File: src/rtl/mac_accumulator.sv
// Pipelined unsigned multiply-accumulate, L products per result block.
// Define MAC_ACC_SATURATE_EN to clamp on overflow instead of wrapping.
module multiplier_N_bits #(
  parameter int N = 4
) (
  input  logic [N-1:0]   a,
  input  logic [N-1:0]   b,
  output logic [2*N-1:0] p
);
  logic [2*N-1:0] w_a_ext;

  assign w_a_ext = {{N{1'b0}}, a};

  always_comb begin
    p = '0;
    for (int i = 0; i < N; i++) begin
      if (b[i]) p = p + (w_a_ext << i);
    end
  end
endmodule

module mac_accumulator #(
  parameter int N = 4,
  parameter int L = 4,
  parameter int G = 2
) (
  input  logic              clk,
  input  logic              rst_n,
  input  logic              clear,
  input  logic              in_valid,
  output logic              in_ready,
  input  logic [N-1:0]      a,
  input  logic [N-1:0]      b,
  output logic              out_valid,
  input  logic              out_ready,
  output logic [2*N+G-1:0]  acc_out,
  output logic              ovf
);
  localparam int ACC_W = 2*N+G;
  localparam int SW    = ACC_W+1;
  localparam int CW    = (L > 1) ? $clog2(L) : 1;

  typedef enum logic [1:0] {
    S_RUN,
    S_DRAIN,
    S_HOLD
  } state_t;

  state_t           r_state;
  state_t           w_next;
  logic [N-1:0]     r_a;
  logic [N-1:0]     r_b;
  logic             r_v1;
  logic             r_v2;
  logic [2*N-1:0]   w_prod;
  logic [2*N-1:0]   r_prod;
  logic [CW-1:0]    r_cnt;
  logic [ACC_W-1:0] r_acc;
  logic [ACC_W-1:0] w_acc_nxt;
  logic             r_ovf;
  logic             w_ovf_nxt;
  logic [SW-1:0]    w_sum;
  logic             w_accept;
  logic             w_last;
  logic             w_handoff;

  multiplier_N_bits #(.N(N)) u_mul (
    .a (r_a),
    .b (r_b),
    .p (w_prod)
  );

  assign in_ready  = rst_n && !clear && (r_state == S_RUN);
  assign w_accept  = in_valid && in_ready;
  assign w_last    = (r_cnt == CW'(L-1));
  assign w_handoff = (r_state == S_HOLD) && out_ready;
  assign w_sum     = {1'b0, r_acc} + SW'(r_prod);

  assign out_valid = (r_state == S_HOLD);
  assign acc_out   = r_acc;
  assign ovf       = r_ovf;

  // DRAIN ends on the edge that folds the final product
  always_comb begin
    w_next = r_state;
    unique case (r_state)
      S_RUN:   if (w_accept && w_last) w_next = S_DRAIN;
      S_DRAIN: if (!r_v1) w_next = S_HOLD;
      S_HOLD:  if (out_ready) w_next = S_RUN;
      default: w_next = S_RUN;
    endcase
  end

  always_comb begin
    w_acc_nxt = r_acc;
    w_ovf_nxt = r_ovf;
    if (r_v2) begin
      w_ovf_nxt = r_ovf | w_sum[ACC_W];
`ifdef MAC_ACC_SATURATE_EN
      w_acc_nxt = w_ovf_nxt ? '1 : w_sum[ACC_W-1:0];
`else
      w_acc_nxt = w_sum[ACC_W-1:0];
`endif
    end
    if (w_handoff) begin
      w_acc_nxt = '0;
      w_ovf_nxt = 1'b0;
    end
  end

  always_ff @(posedge clk or negedge rst_n) begin
    if (!rst_n) begin
      r_state <= S_RUN;
      r_a     <= '0;
      r_b     <= '0;
      r_v1    <= 1'b0;
      r_v2    <= 1'b0;
      r_prod  <= '0;
      r_cnt   <= '0;
      r_acc   <= '0;
      r_ovf   <= 1'b0;
    end else if (clear) begin
      r_state <= S_RUN;
      r_v1    <= 1'b0;
      r_v2    <= 1'b0;
      r_cnt   <= '0;
      r_acc   <= '0;
      r_ovf   <= 1'b0;
    end else begin
      r_state <= w_next;
      r_v1    <= w_accept;
      r_v2    <= r_v1;
      r_acc   <= w_acc_nxt;
      r_ovf   <= w_ovf_nxt;
      if (w_accept) begin
        r_a   <= a;
        r_b   <= b;
        r_cnt <= w_last ? '0 : CW'(r_cnt + 1'b1);
      end
      if (r_v1) r_prod <= w_prod;
    end
  end
endmodule

File: config.mk
export PLATFORM = sky130hd
export DESIGN_NAME = mac_accumulator
export DESIGN_NICKNAME = d
export VERILOG_FILES = /design/src/rtl/mac_accumulator.sv
export SDC_FILE = /design/constraint.sdc
export NUM_CORES = 1
export LEC_CHECK = 0
export CORE_ASPECT_RATIO = 0.6
export CORE_MARGIN = 3
export CORE_UTILIZATION = 56
export DETAILED_ROUTE_END_ITERATION = 8
export PLACE_DENSITY = 0.8
export RECOVER_POWER = 50
export REMOVE_ABC_BUFFERS = 1
export SLEW_MARGIN = 20
export SYNTH_ARGS = -nofsm -noshare
export SYNTH_HDL_FRONTEND = slang
export SYNTH_SLANG_ARGS = --single-unit
File: constraint.sdc
create_clock -name clk -period 5.1 [get_ports clk]
set_clock_uncertainty 0.15 [all_clocks]
set_input_delay 0.765 -clock clk [delete_from_list [all_inputs] [get_ports clk]]
set_output_delay 0.765 -clock clk [all_outputs]
set_load 0.01 [all_outputs]
==> results of run 1 <==
-- where the power goes --
group	total (mW)	switching (mW)	internal [mW]
clock	0.196	0.101	0.0946
sequential	0.352	0.0506	0.301
combinational	0.337	0.176	0.161
-- registers in the layout (all words and copies together) (netlist names) --
| name | cells |
|---|---|
| acc_out | 10 |
| r_prod | 8 |
| r_a | 4 |
| r_b | 4 |
| r_cnt | 2 |
| r_state | 2 |
| ovf | 1 |
| r_v1 | 1 |
| r_v2 | 1 |
-- final cells by class --
cell class / instances / area, sq um
fillers: 300 / 1150
well taps: 47 / 58.8
clock inverters: 2 / 10.0
clock buffers: 6 / 72.6
flip-flops and latches: 33 / 826
repair buffers: 26 / 254
inverters: 9 / 33.8
multi-input cells: 185 / 1360
-- kinds of logic after synthesis --
family                     after synthesis  share of synthesized area, %
AOI/OAI and AO/OA                       53                          15.8
xor gates and xnor gates                 5                          1.94
adders and majority gates               24                          14.6
buffers and inverters                   17                          3.49
DFF                                     33                          36.5
muxes                                   16                          7.53
and+or+nand+nor                         87                          20.1
-- cell usage in the layout (no fill, tap or decap), types with 5 or more instances in the layout --
cell type and instances:
clkdlybuf4s50_1 23, nand2_1 28, clkbuf_8 5, mux2_2 8, nor2_1 11, ha_1 20, nor2b_1 5, a21oi_1 10
nand2b_1 6, mux2i_1 8, nand3_1 9, o21a_1 5, dfrtp_1 33, inv_1 8, a21o_1 5, o21ai_0 9
-- final timing paths --
path,start,to,slack [ns],cells past startpoint
setup reg to reg,r_a[1],r_prod[6],1.12,18
min in group asynchronous,rst_n,acc_out[2],1.47,2
max in group asynchronous,rst_n,acc_out[7],2.32,2
hold / removal,r_prod[2],r_prod[2],0.34,2
hold reg to reg,r_prod[2],r_prod[2],0.34,2
setup / recovery,r_a[1],r_prod[6],1.12,18
-- metal layers --
| layer | up-vias | GRT usage, % | routed length [microns] |
|---|---|---|---|
| met5 | - | 0 | 0 |
| met4 | 0 | 4.60 | 36 |
| met3 | 6 | 4.92 | 342 |
| met2 | 63 | 29.6 | 1910 |
| met1 | 870 | 36.7 | 2640 |
| li1 | 904 | - | - |
-- metrics by stage --
step / utilization [%] / cells
6_report: 69.3 / 308
5_1_grt: 69.3 / 308
4_1_cts: 69.4 / 308
3_5_place_dp: 67.2 / 300
3_3_place_gp: 67.2 / 300
2_1_floorplan: - / 227
-- critical path, stage by stage, from the launching register on --
cell and delay (ns):
dfrtp_1 0.46, and2_1 0.18, ha_1 0.18, inv_1 0.06
fa_1 0.37, nand2b_1 0.18, and4_1 0.23, nor2_1 0.18
inv_1 0.07, ha_1 0.27, a21o_1 0.17, a21oi_1 0.15
mux2_2 0.36, nand2_1 0.09, ha_1 0.26, a21oi_1 0.15
nand2_1 0.08, xnor2_1 0.15, o211ai_1 0.12
-- Yosys cell counts (2+ instances only) --
cell,n,area [sq um]
a211oi_1,3,22.5
a21o_1,5,37.5
a21oi_1,10,50.1
a31oi_1,4,25.0
and3_1,3,18.8
and3b_1,2,17.5
buf_6,2,22.5
clkbuf_1,5,18.8
dfrtp_1,33,826
fa_1,4,80.1
ha_1,20,250
inv_1,8,30.0
mux2_2,8,90.1
mux2i_1,8,80.1
nand2_1,28,105
nand2b_1,6,37.5
nand3_1,9,45.0
nand3b_1,3,22.5
nor2_1,11,41.3
nor2b_1,5,31.3
nor3_1,4,20.0
nor3b_1,3,22.5
o2111ai_1,3,26.3
o211ai_1,4,30.0
o21a_1,5,37.5
o21ai_0,9,45.0
o21bai_1,2,15.0
o31a_1,3,26.3
or3_1,3,18.8
xnor2_1,3,26.3
xor2_1,2,17.5
==> results.cfg, run 1 <==
[final_layout]
area.growth.synth_to_final_pct = 15.5
stdcell_area_sq_um = 2610
drive_above_1_share_pct = 7.66
layout.nets = 297
diodes = 0

[clock_tree]
cts_setup_buffers = 0
cts-root-buf = clkbuf_8
path_clk_slew_ns = 0.07
clock_latency_ns = 0.29
cts_sinks = 33
clk_path_buf_depth = 2
cts_resized = 0
htree_levels = 2
cts_hold_buf = 0
cts_tree = done
cts_buffers = 5

[power_and_ir_drop]
irDropWorstVdd_mv = 0.209
pwr_density_cell_nw_per_um2 = 339
p_leak_nw = 1.23
finalPower_uw = 885

[floorplan]
chipWidth_microns = 88.0
die_h_microns = 55.2
row_count = 17
core_area_sq_um = 3760
die-area_sq_um = 4860
start_util_pct = 60.0
pin_count = 26

[place]
place_area_sq_um = 2530
dp_slack_ns = 1.17
numPortBuffers = 25
hpwlAfterDp_mm = 3.73
gp_congestion = 0.928

[route]
route.vias.total = 1843
routed_wl_mm = 4.93
drt-pass1-iter-count = 4
drcViolationCount = 0
routed_via_density = 5.98
wire_per_inst_microns = 16.0
drt_iter0_markers = 128
ant_nets = 0

[logic_synthesis]
async_flop_share_pct = 100
synth-seq-cells = 33
yosysWarnings = 0
synth_edf_count = 0
syn_inst = 235
syn_area_per_cell_sq_um = 9.62
synth_area_sq_um = 2260
ys.flop_type = dfrtp_1
synth_cell_types = 48
yosysSeqAreaShare_pct = 36.5

[global_route]
antenna_found_initial = 0
grt_pass1_vias = 1768
grt.total_usage_pct = 22.3
grt_max_degree = 34
overflow = 0
grt_pass1_wl_mm = 8.49

[worst_setup_path]
end_kind = flop
worstSetupStartpointType = flop
cp_max_fo = 6
crit_type = flop to flop
arrival_ns = 3.99
worstPathRequired_ns = 5.11

[sta]
worst_slack_ns = 1.12
finalCritPeriodShare_pct = 78.1
fin_hold_ws_ns = 0.345
report.final.hold_viol_count = 0
tightest_slew_ns = 1.76
relSlewSlack_pct = -17.1
max_freq_mhz = 251
tns_ns = 0
rsz0062_at_grt = no
period_needed_ns = 3.98
drv_slew = 34
setup_viol = 0

[status]
violations = max-capacitance violations, max-slew violations
status = complete, but fails checks

[run]
cap_viol_max_count = 1

[hold_path]
worstHoldPathType = flop to flop
(Power assumes the default switching activity.)
==> run 2: changes to the inputs <==
Settings changed: CORE_UTILIZATION 56 to 51, PLACE_DENSITY 0.8 to 0.77.
Clock period 5.1 ns to 3.65 ns, I/O delays scaled along.
==> results.cfg, run 2 (synthesis results as in run 1) <==
[worst_setup_path]
rrSetupSlack_ns = -0.04
arrival_ns = 3.74
path_delay_family = adder cells
cpMostUsedCell = fa_2
cp_max_fo = 2
critPathBufInv = 2
worstSetupStartpointType = flop
end_kind = flop
path_cells = and2_4 > ha_4 > inv_2 > fa_2 > mux2i_2 > ha_2 > inv_2 > fa_2 > nand2_1 > o31a_1 > ha_2 > fa_2 > xor2_1 > o22ai_1 > a31oi_1
worstPathRequired_ns = 3.70
crit_type = flop to flop
cpMaxStageDelayCell = fa_2
cpPeakStageDelay_ns = 0.54

[global_route]
grt.total_usage_pct = 21.0
grt_pass1_wl_mm = 8.60
grt_pass1_vias = 1739
grt_max_degree = 34
antenna_found_initial = 0
overflow = 0

[status]
violations = max-capacitance violations, max-slew violations, negative setup slack
status = complete, but fails checks

[sta]
max_freq_mhz = 271
finalCritPeriodShare_pct = 101
setup_viol = 2
relSlewSlack_pct = -19.4
period_needed_ns = 3.69
fin_hold_ws_ns = 0.350
drv_slew = 34
report.final.hold_viol_count = 0
worst_slack_ns = -0.0367
rsz0062_at_grt = yes
tightest_slew_ns = 1.79

[final_layout]
multi_input_area_sq_um = 1490
fillCellCount = 327
layout.nets = 311
layout_commonest_cell = dfrtp_1
largest_reg_flops = 10
stdcell_count = 334
diodes = 0
post-route-util_pct = 68.8
seq_area_sq_um = 826
stdcell_area_sq_um = 2880
area.growth.synth_to_final_pct = 27.6
drive_above_1_share_pct = 21.2
layout_common_cells = dfrtp_1, nand2_1, clkdlybuf4s50_1

[floorplan]
die_h_microns = 57.6
core_area_sq_um = 4190
pin_count = 26
chipWidth_microns = 91.9
die-area_sq_um = 5290
start_util_pct = 53.9
row_count = 18

[clock_tree]
cts-root-buf = clkbuf_8
cts_buffers = 5
cts_sinks = 33
path_clk_slew_ns = 0.07
cts_hold_buf = 0
clock_latency_ns = 0.28
htree_levels = 2
clk_path_buf_depth = 2
cts_tree = done

[place]
gp_congestion = 0.863
numPortBuffers = 25
dp.cells = 318
place_area_sq_um = 2580
hpwlAfterDp_mm = 3.82

[run]
cap_viol_max_count = 1

[power_and_ir_drop]
p_leak_nw = 1.31
irDropWorstVdd_mv = 0.273
pwr_density_cell_nw_per_um2 = 498
finalPower_mw = 1.44

[route]
drt-pass1-iter-count = 4
routed_wl_mm = 5.58
route.vias.total = 1911
routed_via_density = 5.72
wire_per_inst_microns = 16.7
drcViolationCount = 0
ant_nets = 0
drt_iter0_markers = 104

[hold_path]
worstHoldPathType = flop to flop
## run 2: changes by cell type in the layout (fill, tap and decap cells not counted), sizes merged
cell,before,now
clkinvlp,0,1
buf,0,14
clkbuf,7,8
inv,9,8
clkinv,2,0
## run 2: path summary, 6_finish.rpt
kind | from | endpoint | cells after the start
worst min-delay path | r_prod[0] | r_prod[0] | 2
min in group asynchronous | rst_n | r_prod[0] | 2
worst min register to register | r_prod[0] | r_prod[0] | 2
worst max-delay path | r_a[1] | r_prod[5] | 15
worst max register to register | r_a[1] | r_prod[5] | 15
max in group asynchronous | rst_n | r_b[2] | 2
## run 2: layout make-up
type / count / area share [%]
timing repair buffer: 40 / 12.7
sequential: 33 / 28.6
inverter: 9 / 1.30
multi-input combinational: 185 / 51.7
clock buffer: 7 / 2.99
tap: 60 / 2.60
## run 2: repair_timing
action	4_1_cts	5_1_grt
gates resized for setup	9	24
pin swaps	6	19
buffers inserted	2	7
endpoints found under the setup margin	4	4
gates cloned	0	0
## run 2: through the flow
step / setup TNS (ns) / setup WS [ns]
6_report: -0.0586 / -0.0367
3_3_place_gp: -0.130 / -0.130
2_1_floorplan: -0.0126 / -0.0126
5_1_grt: -0.516 / -0.158
3_5_place_dp: -0.472 / -0.249
4_1_cts: -0.0709 / -0.0363
## run 2: worst register-to-register path, cell delays in order (launching register included)
cell     delay (ns)
dfrtp_1        0.41
and2_4         0.19
ha_4           0.16
inv_2          0.05
fa_2           0.43
mux2i_2        0.19
ha_2           0.22
inv_2          0.04
fa_2           0.54
nand2_1        0.06
o31a_1         0.14
ha_2           0.22
fa_2           0.38
xor2_1         0.18
o22ai_1        0.10
a31oi_1        0.13
## run 2: layer usage
metal / routed length, microns / track usage [%]
met5: 0 / 0
met4: 30 / 4.44
met3: 298 / 4.48
met2: 2360 / 29.1
met1: 2890 / 33.3
## run 2: power by group
| part | leakage, nW | switching [mW] | internal (mW) |
|---|---|---|---|
| registers | 0.433 | 0.0651 | 0.421 |
| clock network | 0.0443 | 0.132 | 0.150 |
| logic | 0.837 | 0.327 | 0.341 |
==> run 3: changes to the inputs <==
Settings changed: CORE_UTILIZATION 51 to 45, PLACE_DENSITY 0.77 to 0.69.
==> results.cfg, run 3 (synthesis results as in run 1) <==
[status]
status = complete, but fails checks
violations = max-capacitance violations, max-slew violations

[worst_setup_path]
worstSetupStartpointType = flop
rrSetupSlack_ns = 0.06
r2r-start = r_b[0]
setup.worst_path.start = r_b[0]
cp_max_fo = 3
end_kind = flop
arrival_ns = 3.61
worstPathRequired_ns = 3.67
crit_type = flop to flop

[clock_tree]
clk_path_buf_depth = 2
cts_buffers = 5
cts_tree = done
cts_sinks = 33
htree_levels = 2
cts-root-buf = clkbuf_8
cts_hold_buf = 0
clock_latency_ns = 0.28
path_clk_slew_ns = 0.07

[final_layout]
layout_commonest_cell = dfrtp_1
layout.nets = 307
largest_reg_flops = 10
diodes = 0
drive_above_1_share_pct = 18.1
area.growth.synth_to_final_pct = 23.9
post-route-util_pct = 59.5
layout_common_cells = dfrtp_1, nand2_1, clkdlybuf4s50_1

[global_route]
overflow = 0
grt.total_usage_pct = 17.9
grt_pass1_vias = 1616
grt_pass1_wl_mm = 8.08
grt_max_degree = 34
antenna_found_initial = 0

[power_and_ir_drop]
irDropWorstVdd_mv = 0.211
switchingPower_uw = 476
internal_power_uw = 863
pwr_density_cell_nw_per_um2 = 478
p_sw_share_pct = 35.5
p_leak_nw = 1.29
finalPower_mw = 1.34
p_seq_share_pct = 35.9
clkPwrFrac_pct = 21.1
combPwrFrac_pct = 43.0

[floorplan]
die-area_sq_um = 5940
chipWidth_microns = 97.5
row_count = 19
core_area_sq_um = 4710
start_util_pct = 48.0
pin_count = 26
die_h_microns = 60.9

[route]
drt-pass1-iter-count = 6
ant_nets = 0
drt_iter0_markers = 166
drcViolationCount = 0
routed_via_density = 5.52
route.vias.total = 1839
routed_wl_mm = 5.12
wire_per_inst_microns = 15.4

[sta]
tightest_slew_ns = 1.82
max_freq_mhz = 279
fin_hold_ws_ns = 0.327
relSlewSlack_pct = -21.5
rsz0062_at_grt = yes
setup_viol = 0
drv_slew = 34
finalCritPeriodShare_pct = 98.3
period_needed_ns = 3.59
report.final.hold_viol_count = 0

[hold_path]
worstHoldPathType = flop to flop
hp-start = r_prod[0]

[place]
gp_congestion = 0.862
numPortBuffers = 25
hpwlAfterDp_mm = 3.69

[run]
cap_viol_max_count = 1
## run 3: per-stage QoR
stage               cells  setup slack [ns]  setup TNS [ns]  cell area [sq um]
detailed placement    323           -0.0761          -0.136               2600
global route          333           -0.0758          -0.174               2800
global placement      323           0.00788               0               2600
CTS                   330           0.00390               0               2710
floorplan             227           -0.0126         -0.0126               2210
finish                333            0.0603               0               2800
## run 3: final timing paths
check                                 end  cells after the start
worst min-delay path            r_prod[0]                      2
min in group asynchronous       r_prod[0]                      2
worst min register to register  r_prod[0]                      2
worst max-delay path            r_prod[4]                     15
max in group asynchronous       r_prod[4]                      2
worst max register to register  r_prod[4]                     15
## run 3: routing by layer
layer | vias to the layer above | wire length [microns] | share of wire, % | global-route usage (%)
met3 | 6 | 352 | 6.9 | 4.36
met2 | 46 | 1910 | 37 | 22.9
met1 | 867 | 2820 | 55 | 28.5
met4 | 0 | 40 | 0.78 | 6.51
met5 | - | 0 | 0 | 0
li1 | 920 | - | - | -
## run 3: worst max-delay path: stages (launching register included)
cell and delay (ns):
dfrtp_1 0.38, and2_4 0.17, ha_4 0.16, inv_2 0.05, fa_2 0.43, mux2i_2 0.20
ha_2 0.24, inv_2 0.04, fa_2 0.36, xor2_1 0.17, a21oi_1 0.14, o31a_1 0.25
fa_2 0.46, nand3_2 0.08, nand2_1 0.06, a21o_1 0.14
## run 3: area by class of cell
type | instances | area, sq um
repair buffers | 36 | 329
well taps | 63 | 78.8
clock buffers | 7 | 86.3
flip-flops and latches | 33 | 826
multi-input cells | 185 | 1450
inverters | 9 | 33.8
fillers | 405 | 1910
## run 3: repair_timing
action | 4_1_cts | 5_1_grt
buffers inserted | 0 | 3
pin swaps | 2 | 6
gates resized for setup | 6 | 17
gates cloned | 0 | 0
setup endpoints to repair | 4 | 4
## run 3: power groups by stage
stage                     sequential (mW)  clock [mW]  combinational (mW)
after global placement              0.483           0               0.489
final                               0.481       0.282               0.576
after global routing                0.491       0.311               0.639
after detailed placement            0.484           0               0.495
after floorplan                     0.476           0               0.356
after CTS                           0.478       0.289               0.510
